===== src/rtl/sram_init_seq.sv =====
// -----------------------------------------------------------------------------
// sram_init_seq
// Walks every active pixel of a WIDTH x HEIGHT frame in raster order. For each
// pixel it looks up an init word from an external combinational table and then
// issues one SRAM write, holding the request until the controller acks it.
//
// Ports
//   i_Clk        sole clock, rising edge
//   i_Reset      synchronous active-high reset
//   i_Start      start a frame (honoured only in IDLE or DONE)
//   o_Busy       high while a frame is in progress (LOOKUP/WRITE)
//   o_Done       high once the whole frame has been written
//   o_InitAddr   {y, x} pixel address presented to the init-value table
//   i_InitData   init word returned by the table for o_InitAddr
//   o_WrReq      SRAM write request
//   o_WrAddr     SRAM write address {y, x}
//   o_WrData     SRAM write data
//   i_WrAck      write accepted on a cycle with o_WrReq and i_WrAck both high
//
// state  | meaning
// -------+-------------------------------------------------------------
// IDLE   | waiting for i_Start
// LOOKUP | table output valid for {y, x}; capture it into the write regs
// WRITE  | o_WrReq held until i_WrAck, then advance or finish
// DONE   | frame complete; x/y hold the last pixel; i_Start restarts
// -----------------------------------------------------------------------------
module sram_init_seq #(
  parameter int WIDTH  = 800,
  parameter int HEIGHT = 480
) (
  input  logic        i_Clk,
  input  logic        i_Reset,
  input  logic        i_Start,
  output logic        o_Busy,
  output logic        o_Done,
  output logic [18:0] o_InitAddr,
  input  logic [15:0] i_InitData,
  output logic        o_WrReq,
  output logic [18:0] o_WrAddr,
  output logic [15:0] o_WrData,
  input  logic        i_WrAck
);

  localparam logic [9:0] X_LAST = 10'(WIDTH - 1);
  localparam logic [8:0] Y_LAST = 9'(HEIGHT - 1);

  typedef enum logic [1:0] {
    IDLE   = 2'd0,
    LOOKUP = 2'd1,
    WRITE  = 2'd2,
    DONE   = 2'd3
  } state_t;

  state_t     state;
  logic [9:0] x;
  logic [8:0] y;
  logic       x_last;
  logic       y_last;

  assign x_last     = (x == X_LAST);
  assign y_last     = (y == Y_LAST);
  assign o_InitAddr = {y, x};

  always_ff @(posedge i_Clk) begin
    if (i_Reset) begin
      state    <= IDLE;
      x        <= '0;
      y        <= '0;
      o_WrReq  <= 1'b0;
      o_WrAddr <= '0;
      o_WrData <= '0;
      o_Busy   <= 1'b0;
      o_Done   <= 1'b0;
    end else begin
      case (state)
        IDLE, DONE: begin
          if (i_Start) begin
            x      <= '0;
            y      <= '0;
            o_Busy <= 1'b1;
            o_Done <= 1'b0;
            state  <= LOOKUP;
          end
        end

        LOOKUP: begin
          o_WrAddr <= {y, x};
          o_WrData <= i_InitData;
          o_WrReq  <= 1'b1;
          state    <= WRITE;
        end

        WRITE: begin
          // Only reachable with o_WrReq high, so an ack here is always real.
          if (i_WrAck) begin
            o_WrReq <= 1'b0;
            if (x_last && y_last) begin
              o_Busy <= 1'b0;
              o_Done <= 1'b1;
              state  <= DONE;
            end else begin
              if (x_last) begin
                x <= '0;
                y <= y + 9'd1;
              end else begin
                x <= x + 10'd1;
              end
              state <= LOOKUP;
            end
          end
        end

        default: state <= IDLE;
      endcase
    end
  end

endmodule

===== config.mk =====
export PLATFORM = sky130hd
export DESIGN_NAME = sram_init_seq
export DESIGN_NICKNAME = d
export VERILOG_FILES = /design/src/rtl/sram_init_seq.sv
export SDC_FILE = /design/constraint.sdc
export NUM_CORES = 1
export LEC_CHECK = 0
export BUFFER_PORTS_ARGS = -buffer_cell sky130_fd_sc_hd__buf_2
export CAP_MARGIN = 20
export CORE_AREA = 4 4 66 114
export DETAILED_ROUTE_END_ITERATION = 12
export DIE_AREA = 0 0 70 118
export PLACE_DENSITY = 0.73
export RECOVER_POWER = 25
export SLEW_MARGIN = 15
export SYNTH_ARGS = -nofsm -noshare
export SYNTH_HDL_FRONTEND = slang
export SYNTH_SLANG_ARGS = --single-unit

===== constraint.sdc =====
create_clock -name i_Clk -period 3.6 [get_ports i_Clk]
set_clock_uncertainty 0.15 [all_clocks]
set_input_delay 0.36 -clock i_Clk [delete_from_list [all_inputs] [get_ports i_Clk]]
set_output_delay 0.36 -clock i_Clk [all_outputs]
set_load 0.05 [all_outputs]

==> summary.md <==
| Metric | Value |
|---|---|
| TNS Setup | `0 ns` |
| Setup repair bufs after CTS | `0` |
| Vias per cell | `5.28` |
| Vias in the first global route | `between 2000 and 2500` |
| Cells after synthesis | `274` |
| #FFs+latches synth | `approximately 60` |
| Syn nets | `between 200 and 300` |
| Primary FF master, synth | `dfxtp_1` |
| CP Class | `register to register` |
| Total congestion overflow | `0` |
| Largest net degree at the start of global routing | `38` |
| DP HPWL | `about 4.6 mm` |
| Crit-path max FO | `11` |
| RePlAce Congestion | `around 0.9` |
| Die height | `118 um` |
| Hold buffers post-CTS | `0` |
| Die width | `roughly 70 um` |
| Cts bufs inserted | `9` |
| CTS sink count | `just under 60` |
| CTS root buf | `clkbuf_16` |
| Drt total wl | `between 6 and 7 mm` |
| Switching fraction of total power | `0.280` |
| Detailed-route DRC error count | `0` |
| Switch Pwr | `0.517 mW` |
| H-tree depth | `3` |
| Vias | `2301` |
| Core area | `roughly 0.0065 mm^2` |
| Maximum clock rate | `408 MHz` |
| Clock period minus final worst setup slack | `around 2.5 ns` |
| Number of nets with antenna violations after routing | `0` |
| Post-synth EDFFs | `0` |
| # setup viols final | `0` |
| First-pass GRT wire length | `between 10 and 15 mm` |
| Deepest clock path buffer count | `2` |
| Final hold vios | `0` |
| DR iter-0 viols | `between 150 and 200` |
| CP arrival | `roughly 2.6 ns` |
| Critical Path RT | `approximately 3.7 ns` |
| Hold Crit Class | `input pin to register` |
| Skew-Pair Late Insertion Delay | `between 0.3 and 0.4 ns` |
| Async S/R FF share, synth | `0` |
| Max-capacitance violation count | `0` |
| Worst hold slack | `between 0.1 and 0.15 ns` |
| Int Pwr | `1.33 mW` |
| Seq pwr share | `0.378` |
| Max-slew violations | `0` |
| Final worst-path cycle share | `0.681` |
| Power per cell area | `between 500 and 600 mW/mm^2` |
| Sequential share of the synthesized area | `0.455` |
| Die footprint | `approximately 0.0083 mm^2` |
| Maximum VDD drop | `0.000243 V` |
| Status | `finished clean` |
| Share of post-route cells with drive strength above 1 | `0.215` |
| CTS tree | `built` |
| Initial antenna violation count | `0` |
| Worst slew margin | `0.561` |
| CP endpoint kind | `register` |
| Clock Power Share | `0.440` |
| Wirelength per Cell | `around 15 um` |
| FP Rows | `39` |
| Mean Syn Cell Area | `roughly 9.5 um^2` |
| RSZ-0062 raised after global routing | `false` |
| Final net count | `about 370` |
| Worst Tran Pin Value | `about 0.66 ns` |
| Post-cts sizing count | `0` |
| Initial Utilization | `0.397` |
| Syn Std Cell Area | `~0.0026 mm^2` |
| GRT Total Usage | `0.163` |
| Port Buffers | `76` |
| Worst setup SP type | `register` |
| Synth cell types | `between 40 and 50` |
| Yosys Warn Count | `0` |
| Synth-to-layout area growth | `27.2%` |
| Pre-antenna DRT Iters | `4` |
| Reg clk slew, reported paths | `around 0.05 ns` |
| Logic pwr share | `0.182` |
| Depth of the worst register-to-register path | `7` |
| Io pins | `77` |
| Fillers | `approximately 670` |
| P_leak | `roughly 1.4 nW` |
| Min-Delay Path Depth | `3` |
| Antenna cells | `0` |
==> layout by cell type, fill, tap and decap left out, types with 4 or more instances in the layout <==
cell type	Yosys	layout
nand3_1	7	7
clkbuf_1	7	31
clkbuf_8	0	4
nor3_1	6	6
ha_1	5	4
nand4_1	4	4
o21ai_0	9	9
a31oi_1	6	6
nand2_1	11	11
nor2_1	51	51
dfxtp_1	59	59
mux2i_1	37	37
inv_1	4	4
clkbuf_16	0	9
buf_2	3	47
a21oi_1	14	14
==> metal layers <==
layer,GRT usage,share of wire,vias up
li1,-,-,1133
met1,0.174,0.38,1100
met3,0.0342,0.046,9
met5,0,0,-
met4,0.0983,0.022,0
met2,0.286,0.55,59
==> worst max-delay path: stages, from the launching register on <==
cell	delay, ns
dfxtp_1	0.34
inv_1	0.07
ha_1	0.36
nor2b_1	0.43
nor2_1	0.15
o21ai_1	0.38
o21bai_1	0.32
a21oi_1	0.18
==> cells in the mapped netlist (2+ instances only) <==
cell,number,area share
nand4_1,4,0.0096
a22oi_1,2,0.0058
and3_1,3,0.0072
nand4_2,2,0.0096
nand3b_1,2,0.0058
or3_1,3,0.0072
buf_1,3,0.0043
a21oi_1,14,0.027
dfxtp_1,59,0.46
and4_2,2,0.0077
a31oi_1,6,0.014
nand3_1,7,0.013
nor2_1,51,0.074
mux2i_1,37,0.14
or4_1,3,0.0087
nor3_1,6,0.012
o21ai_1,2,0.0039
buf_2,3,0.0058
inv_1,4,0.0058
xor2_1,3,0.010
a211oi_1,3,0.0087
ha_1,5,0.024
nand2_1,11,0.016
o21ai_0,9,0.017
clkbuf_1,7,0.010
==> final cells by class <==
type | count | area, um^2 | share of cell area
Multi-Input combinational cell | 197 | 1340 | 0.405
Tap cell | 82 | 103 | 0.0311
Timing Repair Buffer | 78 | 372 | 0.113
Sequential cell | 59 | 1180 | 0.358
Inverter | 4 | 15.0 | 0.00455
Clock inverter | 1 | 5.00 | 0.00152
Clock buffer | 15 | 288 | 0.0872
==> power by group through the flow <==
stage          clock network, mW  logic [mW]  registers [mW]
2_1_floorplan                  0       0.177           0.794
3_3_place_gp                   0       0.332           0.709
3_5_place_dp                   0       0.338           0.711
4_1_cts                    0.831       0.339           0.698
5_1_grt                    0.862       0.359           0.701
6_report                   0.811       0.336           0.698
==> final timing paths <==
path	from	endpoint	slack, ns
worst max-delay path	state[0]$_SDFFE_PP0P_	x[5]$_SDFFE_PP0P_	1.15
worst min-delay path	i_InitData[1]	o_WrData[1]$_SDFFE_PP0P_	0.12
worst max register to register	state[0]$_SDFFE_PP0P_	x[5]$_SDFFE_PP0P_	1.15
worst min register to register	o_Done$_SDFFE_PP0P_	o_Done$_SDFFE_PP0P_	0.33
==> cell families (layout without fill, tap and decap cells) <==
family,after synthesis,in the layout,share of synthesized area
buffers and inverters,18,98,0.0304
adder cells (fa/ha/maj),5,5,0.0241
multiplexers,37,37,0.143
flip-flops,59,59,0.455
AO/OA/AOI/OAI,43,43,0.105
AND/OR/NAND/NOR,109,109,0.232
XOR/XNOR,3,3,0.0101
==> flip-flops by register name, summed over array words and instances, names as in the netlist <==
signal / flops
x: 10
o_WrReq: 1
o_Busy: 1
state: 2
o_WrData: 16
o_Done: 1
y: 9
o_WrAddr: 19
==> per-stage QoR <==
stage / area [um^2] / total power, mW / setup WS, ns / cells / util
floorplan: 2590 / 0.971 / 1.29 / 274 / -
global route: 3300 / 1.92 / 0.885 / 436 / 0.505
global placement: 3020 / 1.04 / 1.28 / 419 / 0.462
detailed placement: 3020 / 1.05 / 1.20 / 419 / 0.462
finish: 3300 / 1.85 / 1.15 / 436 / 0.505
CTS: 3320 / 1.87 / 1.17 / 435 / 0.507
(Power assumes the default switching activity.)
